$ cat src/rtl/vlc_bit_packer.sv
// vlc_bit_packer
// Packs variable-length codewords (0..32 bits, right-justified) MSB-first
// into a contiguous bitstream and emits 32-bit words through a small
// first-word-fall-through FIFO. A flush zero-pads residual bits to a word
// boundary and pulses flush_done.
//
// Optional build macro: VLC_PACKER_BIT_COUNT_EN enables the total_bits
// stream bit counter; without it total_bits is tied to zero.
//
// Ports:
//   clock, reset_n        clock, asynchronous active-low reset
//   in_valid/in_ready     codeword handshake (accept = in_valid && in_ready)
//   in_code, in_len       codeword (low min(in_len,32) bits used)
//   in_flush              flush request, qualified by the accept
//   out_data/out_valid    packed word; stream's first bit is bit 31
//   out_ready             consumer pop (pop = out_valid && out_ready)
//   flush_done            one-cycle pulse when a flush completes
//   total_bits            stream bit count (0 unless the macro is defined)
//
// Handshake: a transfer happens on a rising clock edge where valid and ready
// are both high; the sender holds its payload stable until that edge, and
// ready never depends combinationally on valid.
module vlc_bit_packer #(
  parameter int FIFO_DEPTH = 4
) (
  input  logic        clock,
  input  logic        reset_n,
  input  logic        in_valid,
  input  logic [31:0] in_code,
  input  logic [5:0]  in_len,
  input  logic        in_flush,
  output logic        in_ready,
  output logic [31:0] out_data,
  output logic        out_valid,
  input  logic        out_ready,
  output logic        flush_done,
  output logic [31:0] total_bits
);

  localparam int AW = $clog2(FIFO_DEPTH);

  typedef enum logic {S_RUN, S_FLUSH} state_t;

  // r_state is the FSM state observable by checkers.
  state_t      r_state;
  logic [63:0] r_acc;    // pending bits, left-aligned; bits below fill are 0
  logic [4:0]  r_fill;   // pending bit count
  logic        r_flush_done;

  logic [31:0] r_mem [FIFO_DEPTH];
  logic [AW-1:0] r_wptr;
  logic [AW-1:0] r_rptr;
  logic [AW:0]   r_count;

  logic        w_full;
  logic        w_accept;
  logic [5:0]  w_len;
  logic [31:0] w_code_m;
  logic [63:0] w_code_ext;
  logic [63:0] w_acc_cat;
  logic [5:0]  w_new_fill;
  logic        w_push_run;
  logic        w_push_flush;
  logic        w_push;
  logic        w_pop;
  logic [31:0] w_push_data;

  assign w_full    = (r_count == (AW+1)'(FIFO_DEPTH));
  assign in_ready  = reset_n && (r_state == S_RUN) && !w_full;
  assign w_accept  = in_valid && in_ready;

  // Lengths above 32 saturate; unused high code bits are masked off.
  assign w_len     = (in_len > 6'd32) ? 6'd32 : in_len;
  assign w_code_m  = (w_len == 6'd32) ? in_code
                                      : (in_code & ((32'd1 << w_len) - 32'd1));
  // Left-align the codeword at bit 63, then slide it behind the pending bits.
  assign w_code_ext = {w_code_m, 32'b0} << (6'd32 - w_len);
  assign w_acc_cat  = r_acc | (w_code_ext >> r_fill);
  assign w_new_fill = {1'b0, r_fill} + w_len;

  assign w_push_run   = w_accept && w_new_fill[5];
  assign w_push_flush = (r_state == S_FLUSH) && (r_fill != 5'd0) && !w_full;
  assign w_push       = w_push_run || w_push_flush;
  assign w_push_data  = w_push_run ? w_acc_cat[63:32] : r_acc[63:32];

  assign out_valid  = (r_count != '0);
  assign out_data   = r_mem[r_rptr];
  assign w_pop      = out_valid && out_ready;
  assign flush_done = r_flush_done;

  // Packer FSM and accumulator.
  always_ff @(posedge clock or negedge reset_n) begin
    if (!reset_n) begin
      r_state      <= S_RUN;
      r_acc        <= '0;
      r_fill       <= '0;
      r_flush_done <= 1'b0;
    end else begin
      r_flush_done <= 1'b0;
      case (r_state)
        S_RUN: begin
          if (w_accept) begin
            // When a word is completed, low 5 bits of new fill = new-32.
            r_acc  <= w_new_fill[5] ? (w_acc_cat << 32) : w_acc_cat;
            r_fill <= w_new_fill[4:0];
            if (in_flush) r_state <= S_FLUSH;
          end
        end
        S_FLUSH: begin
          if (r_fill == 5'd0) begin
            r_flush_done <= 1'b1;
            r_state      <= S_RUN;
          end else if (!w_full) begin
            r_acc        <= '0;
            r_fill       <= '0;
            r_flush_done <= 1'b1;
            r_state      <= S_RUN;
          end
        end
        default: r_state <= S_RUN;
      endcase
    end
  end

  // Output FIFO (first-word-fall-through).
  always_ff @(posedge clock or negedge reset_n) begin
    if (!reset_n) begin
      for (int i = 0; i < FIFO_DEPTH; i++) r_mem[i] <= '0;
      r_wptr  <= '0;
      r_rptr  <= '0;
      r_count <= '0;
    end else begin
      if (w_push) begin
        r_mem[r_wptr] <= w_push_data;
        r_wptr        <= r_wptr + AW'(1);
      end
      if (w_pop) r_rptr <= r_rptr + AW'(1);
      case ({w_push, w_pop})
        2'b10:   r_count <= r_count + (AW+1)'(1);
        2'b01:   r_count <= r_count - (AW+1)'(1);
        default: r_count <= r_count;
      endcase
    end
  end

`ifdef VLC_PACKER_BIT_COUNT_EN
  logic [31:0] r_total_bits;

  // Counts codeword bits plus flush padding; wraps modulo 2^32.
  always_ff @(posedge clock or negedge reset_n) begin
    if (!reset_n) begin
      r_total_bits <= '0;
    end else if (w_accept) begin
      r_total_bits <= r_total_bits + 32'(w_len);
    end else if (w_push_flush) begin
      r_total_bits <= r_total_bits + 32'(6'd32 - {1'b0, r_fill});
    end
  end

  assign total_bits = r_total_bits;
`else
  assign total_bits = '0;
`endif

endmodule

$ cat config.mk
export PLATFORM = sky130hd
export DESIGN_NAME = vlc_bit_packer
export DESIGN_NICKNAME = d
export VERILOG_FILES = /design/src/rtl/vlc_bit_packer.sv
export SDC_FILE = /design/constraint.sdc
export NUM_CORES = 1
export LEC_CHECK = 0
export ABC_AREA = 1
export CORE_ASPECT_RATIO = 1.75
export CORE_MARGIN = 2
export CORE_UTILIZATION = 51
export CTS_BUF_LIST = sky130_fd_sc_hd__clkbuf_8
export DETAILED_ROUTE_END_ITERATION = 6
export PLACE_DENSITY = 0.71
export SETUP_SLACK_MARGIN = 0.3
export SYNTH_ARGS = -nofsm -noshare
export SYNTH_HDL_FRONTEND = slang
export SYNTH_SLANG_ARGS = --single-unit
$ cat constraint.sdc
create_clock -name clock -period 4.15 [get_ports clock]
set_input_delay 0.83 -clock clock [delete_from_list [all_inputs] [get_ports clock]]
set_output_delay 0.83 -clock clock [all_outputs]
set_load 0.01 [all_outputs]
==> reports/qor.csv, run 1 <==
metric;value;unit
status;finished with violations;
violated checks;setup timing;
Core Area;30500;sq um
post-synth top area share;0.326;
via count of the first global-routing pass;18100;
MaxCap Viol Count;0;
IO Port Bufs;77;
CTS clk-pin slew, worst paths;70;ps
WS Path Type;primary input to flop;
met2 Use GR;0.700;
FF+latch count, synth;205;
Layout fillers;2626;
clk_skew;33.8;ps
pwr dens;685;nW/um^2
clock tree buffer depth;3;
Slew headroom;0.445;
cell area after synthesis;15700;sq um
Layout area overhead;36.2;%
Peak VDD IR;0.486;mV
DIE WIDTH;137;um
crit path DAT;4730;ps
Post-synth EDFFs;0;
LEAKAGE;10.7;nW
std cell rows;85;
Initial DRT Pass Iterations;6;
worst slew pin tran;828;ps
sequential element share of the synthesized area;0.326;
htree depth;1;
Initial Util;0.515;
Post-Place Cells;2983;
clk_lat worst skew;600;ps
Final setup viols;56;
GPL Wtd Cong;1.04;
Total Wirelength;65700;um
Post-DRT Antenna Nets;0;
WL/cell;21.5;um
Synth Area per Inst;6.49;sq um
routed vias;18300;
Slew Limit Fails;0;
top_reg_cell synth;dfrtp_1;
Yosys warnings;0;
Die ar.;32300;sq um
Placement Setup Slack;-1370;ps
IO Count;110;
Util after Layout;0.702;
first-pass GRT wire length;99400;um
PnR worst setup slack;-105;ps
share of flip-flops with an asynchronous set or reset;1.00;
fin crit share;1.03;
GRT Util Overall;0.402;
Unique masters post-synth;57;
DR vias/cell;5.99;
total negative slack;-2480;ps
grt met3 use;0.0511;
antenna violations before repair;4;
critical path launch point type;primary input;
crit path max fanout;5;
Post-Syn Instances;2422;
layout net count;2703;
HPWL after DPL;49000;um
DIE HEIGHT;236;um
ratio of cells with drive above 1 in the final layout;0.296;
FMAX;0.235;GHz
critical path data required time;4630;ps
Layout Cells excl Fill;3058;
endpoints failing hold;0;
gr busiest metal;met2;
synth cell count leaders;nand2_1, nand3_1, dfrtp_1;
CTS buffer count;29;
TritonCTS clock tree;yes;
largest net degree at the start of global routing;124;
Synth area leader;dfrtp_1;
DRC;0;
crit path time final;4260;ps
grt ovf;0;
most numerous cell in the Yosys netlist;nand2_1;
met1 Resource Use GR;0.387;
Area contributors post-synth;dfrtp_1, nand2_1, nand3_1;
worst min path class;primary input to async pin;
CTS Root Cell;clkbuf_8;
Critical Path Max Stage Delay;260;ps
clock sinks;205;
First DRT Iteration DRCs;1221;
RSZ-0062 raised after global routing;yes;
CP max stage cell;nand4_1;
CP Capture Type;flop;
## critical path, delay by kind of cell
kind | cells | cell delay, ps
buffers and inverters | 4 | 460
and+or+nand+nor | 23 | 2710
adders and majority gates | 3 | 520
AOI/OAI and AO/OA | 2 | 220
## layer usage
| layer | wire, um | vias up |
|---|---|---|
| met5 | 0 | - |
| met2 | 34100 | 883 |
| met1 | 20400 | 8676 |
| met3 | 3600 | 311 |
| li1 | - | 8449 |
| met4 | 7640 | 0 |
## power by group
part | total, W | internal, W | switching (W) | leakage, nW
combinational | 0.00970 | 0.00346 | 0.00624 | 7.67
sequential | 0.00319 | 0.00278 | 0.000407 | 2.71
clock | 0.00179 | 0.000963 | 0.000826 | 0.354
total | 0.0147 | 0.00720 | 0.00748 | 10.7
## cell usage in the layout, fill, tap and decap left out, types with 5 or more instances in the layout
master,n
nand3_2,192
a31oi_1,5
o21ai_0,108
nand2_1,700
nor2_2,13
xor2_1,6
conb_1,32
a21oi_2,9
o21ai_1,33
nand4_1,53
o21bai_1,6
buf_12,20
o211ai_1,7
buf_4,213
ha_4,6
clkinv_1,6
nand2_4,23
o21ai_2,16
o22ai_1,42
o21ai_4,10
inv_1,136
or2_1,5
buf_6,17
inv_2,21
clkdlybuf4s50_1,70
nor2_4,24
a21oi_4,6
ha_1,11
clkbuf_8,43
a21oi_1,17
dfrtp_1,204
nor2_1,119
nand3_4,49
nand2_2,87
nand3_1,291
## worst paths after layout
path	startpoint	end	slack (ps)	depth (start not counted)
min in group clock	r_mem[88]$_DFFE_PN0P_	r_mem[88]$_DFFE_PN0P_	480	2
min reg2reg	r_mem[88]$_DFFE_PN0P_	r_mem[88]$_DFFE_PN0P_	480	2
max reg2reg	r_fill[2]$_DFFE_PN0P_	r_count[2]$_DFFE_PN0P_	1100	12
max	in_len[1]	r_acc[37]$_DFFE_PN0P_	-110	32
min	reset_n	r_mem[19]$_DFFE_PN0P_	170	1
max in group asynchronous	reset_n	r_acc[11]$_DFFE_PN0P_	2360	3
## per-stage QoR
stage          hold slack (ps)  power [W]  area, sq um
3_3_place_gp               457     0.0114        18700
6_report                   171     0.0147        21400
3_5_place_dp               460     0.0115        18700
2_1_floorplan              443    0.00837        16300
5_1_grt                    176     0.0156        21400
4_1_cts                    151     0.0139        20600
## timing repair
item / CTS / global route
buffers inserted: 11 / 7
pin swaps: 113 / 86
endpoints found under the setup margin: 194 / 194
hold buffers: 0 / 0
endpoints found under the hold margin: 0 / 0
gates resized for setup: 264 / 165
## cells by family (layout without fill, tap and decap cells)
kind of cell             Yosys count  in the layout  synth area share
XOR/XNOR                          11             11           0.00780
flip-flops                       205            205             0.326
buffers and inverters            333            543            0.0939
other                              1             36          0.000238
adder cells (fa/ha/maj)           19             19            0.0161
AND/OR/NAND/NOR                 1576           1576             0.455
AO/OA/AOI/OAI                    277            277             0.101
## final cells by class
class,instances,area [sq um],share of cell area
sequential,205,5130,0.240
tap,391,489,0.0228
clock inverter,11,87.6,0.00409
timing repair buffer,326,2950,0.138
clock buffer,42,578,0.0270
multi-input combinational,1915,11500,0.538
inverter,164,639,0.0299
antenna,4,10.0,0.000467
## sequential cells by signal (all words and copies together), names as in the netlist
| register | cells |
|---|---|
| r_acc | 63 |
| r_state | 1 |
| r_rptr | 2 |
| r_count | 3 |
| r_mem | 128 |
| r_wptr | 2 |
| r_fill | 5 |
| flush_done | 1 |
No activity file was read; power rests on OpenSTA's default activity.
==> run 2: changes to the inputs <==
--- a/config.mk
+++ b/config.mk
@@ -7,7 +7,7 @@
 export LEC_CHECK = 0
 export ABC_AREA = 1
 export CORE_ASPECT_RATIO = 1.75
-export CORE_MARGIN = 2
+export CORE_MARGIN = 8
 export CORE_UTILIZATION = 51
 export CTS_BUF_LIST = sky130_fd_sc_hd__clkbuf_8
 export DETAILED_ROUTE_END_ITERATION = 6
==> reports/qor.csv, run 2 (same netlist as run 1, synthesis figures left out) <==
metric;value;unit;change
HPWL after DPL;49500;um;was 49000 um
hold buffers post-CTS;0;;unchanged
commonest cells after routing, fill and taps aside;nand2_1, nand3_1, buf_4;;unchanged
CTS clk-pin slew, worst paths;90;ps;was 70 ps
worst slew pin tran;1220;ps;was 828 ps
WL/cell;21.8;um;was 21.5 um
routed vias;18200;;was 18300
Sequential Area;5130;sq um;unchanged
RSZ-0062 raised after global routing;yes;;unchanged
Die ar.;36900;sq um;was 32300 sq um
gr busiest metal;met2;;unchanged
DRC;6;;was 0
grt ovf;0;;unchanged
hold slack;157;ps;was 171 ps
Final setup viols;107;;was 56
antenna violations before repair;1;;was 4
via count of the first global-routing pass;18000;;was 18100
CTS buffer count;28;;was 29
Critical Path Max Stage Delay;250;ps;was 260 ps
violated checks;DRC, setup timing;;was setup timing
flip-flop count of the largest register after layout;128;;unchanged
Slew Limit Fails;0;;unchanged
DR vias/cell;5.92;;was 5.99
PnR worst setup slack;-96.3;ps;was -105 ps
GPL Wtd Cong;1.07;;was 1.04
endpoints failing hold;0;;unchanged
Initial DRT Pass Iterations;7;;was 6
IO Port Bufs;77;;unchanged
clock sinks;205;;unchanged
Initial Util;0.515;;unchanged
Core Area;30500;sq um;unchanged
WS Path Type;primary input to flop;;unchanged
CP Capture Type;flop;;unchanged
Post-DRT Antenna Nets;0;;unchanged
largest net degree at the start of global routing;133;;was 124
worst min path class;primary input to async pin;;unchanged
First DRT Iteration DRCs;1200;;was 1221
LEAKAGE;10.7;nW;about the same
Peak VDD IR;0.562;mV;was 0.486 mV
Layout Cells excl Fill;3067;;was 3058
Layout area overhead;32.8;%;was 36.2%
critical path data required time;4630;ps;about the same
commonest non-fill, non-tap cell in the layout;nand2_1;;unchanged
pwr dens;686;nW/um^2;was 685 nW/um^2
GRT Util Overall;0.364;;was 0.402
met2 Use GR;0.657;;was 0.700
std cell rows;85;;unchanged
crit path DAT;4720;ps;was 4730 ps
Slew headroom;0.186;;was 0.445
met1 Resource Use GR;0.345;;was 0.387
fin crit share;1.02;;was 1.03
MaxCap Viol Count;0;;unchanged
status;finished with violations;;unchanged
first-pass GRT wire length;103000;um;was 99400 um
grt met3 use;0.0607;;was 0.0511
CP max stage cell;nor2_4;;was nand4_1
DIE WIDTH;149;um;was 137 um
Area after DPL;18800;sq um;was 18700 sq um
FMAX;0.236;GHz;was 0.235 GHz
Total Wirelength;66800;um;was 65700 um
clock tree buffer depth;3;;unchanged
Post-Place Cells;3000;;was 2983
crit path time final;4250;ps;was 4260 ps
DIE HEIGHT;248;um;was 236 um
clk_skew;20.0;ps;was 33.8 ps
largest registers;r_mem x128, r_acc x63, r_fill x5;;unchanged
ratio of cells with drive above 1 in the final layout;0.267;;was 0.296
critical path launch point type;primary input;;unchanged
Multi-input gate area;11000;sq um;was 11500 sq um
clk_lat worst skew;600;ps;about the same
TritonCTS clock tree;yes;;unchanged
Design Area, Final;20900;sq um;was 21400 sq um
CTS Root Cell;clkbuf_8;;unchanged
htree depth;1;;unchanged
crit path max fanout;6;;was 5
IO Count;110;;unchanged
most flop-heavy register;r_mem;;unchanged
layout net count;2716;;was 2703
total power;0.0143;W;was 0.0147 W
Layout fillers;2769;;was 2626
run 2: cell types whose count changed in the layout (fill, tap and decap cells not counted), moves of 17 or more:
cell	previous run	this run
nand3_1	291	335
nand3_2	192	165
buf_4	213	233
nand2_1	700	719
nand2_2	87	69
nand3_4	49	32
run 2: worst paths after layout:
kind | cells after the start | slack, ps | to | start
hold reg to reg | 2 | 480 | r_mem[84]$_DFFE_PN0P_ | r_mem[84]$_DFFE_PN0P_
hold / removal | 1 | 160 | r_acc[15]$_DFFE_PN0P_ | reset_n
max in group asynchronous | 3 | 2340 | r_mem[95]$_DFFE_PN0P_ | reset_n
setup / recovery | 35 | -100 | r_mem[36]$_DFFE_PN0P_ | in_len[4]
setup reg to reg | 10 | 680 | r_count[1]$_DFFE_PN0P_ | r_fill[1]$_DFFE_PN0P_
min in group clock | 2 | 480 | r_mem[84]$_DFFE_PN0P_ | r_mem[84]$_DFFE_PN0P_
run 2: repair_timing:
action                                 4_1_cts  5_1_grt
setup endpoints to repair                  206      220
pin swaps                                  116       34
endpoints found under the hold margin        0        0
resized for setup                          253       66
setup buffers                               13        2
run 2: cell type report:
class	instances	share of cell area
clock inverter	16	0.00485
antenna	1	0.000120
multi-input combinational	1915	0.528
clock buffer	35	0.0231
sequential	205	0.246
timing repair buffer	340	0.144
tap	391	0.0234
inverter	164	0.0306
run 2: power by group:
part | internal (W) | switching (W)
combinational | 0.00336 | 0.00612
clock | 0.000828 | 0.000811
sequential | 0.00278 | 0.000416
total | 0.00697 | 0.00735
run 2: metal layers:
| metal | vias up | share of wire |
|---|---|---|
| met5 | - | 0.00048 |
| met2 | 812 | 0.52 |
| met1 | 8616 | 0.31 |
| met3 | 297 | 0.059 |
| met4 | 2 | 0.11 |
| li1 | 8443 | - |
run 2: stage by stage:
stage,setup TNS (ps),utilization,worst slack [ps]
after floorplan,0,-,51.2
after global placement,-218130,0.616,-1350
after detailed placement,-223010,0.616,-1380
after CTS,0,0.672,34.9
after global routing,-45510,0.684,-328
final,-3740,0.684,-96.3
run 2: worst max-delay path, delay by kind of cell:
kind	cells	cell delay, ps
and+or+nand+nor	30	3120
adders and majority gates	3	490
buffers and inverters	2	260
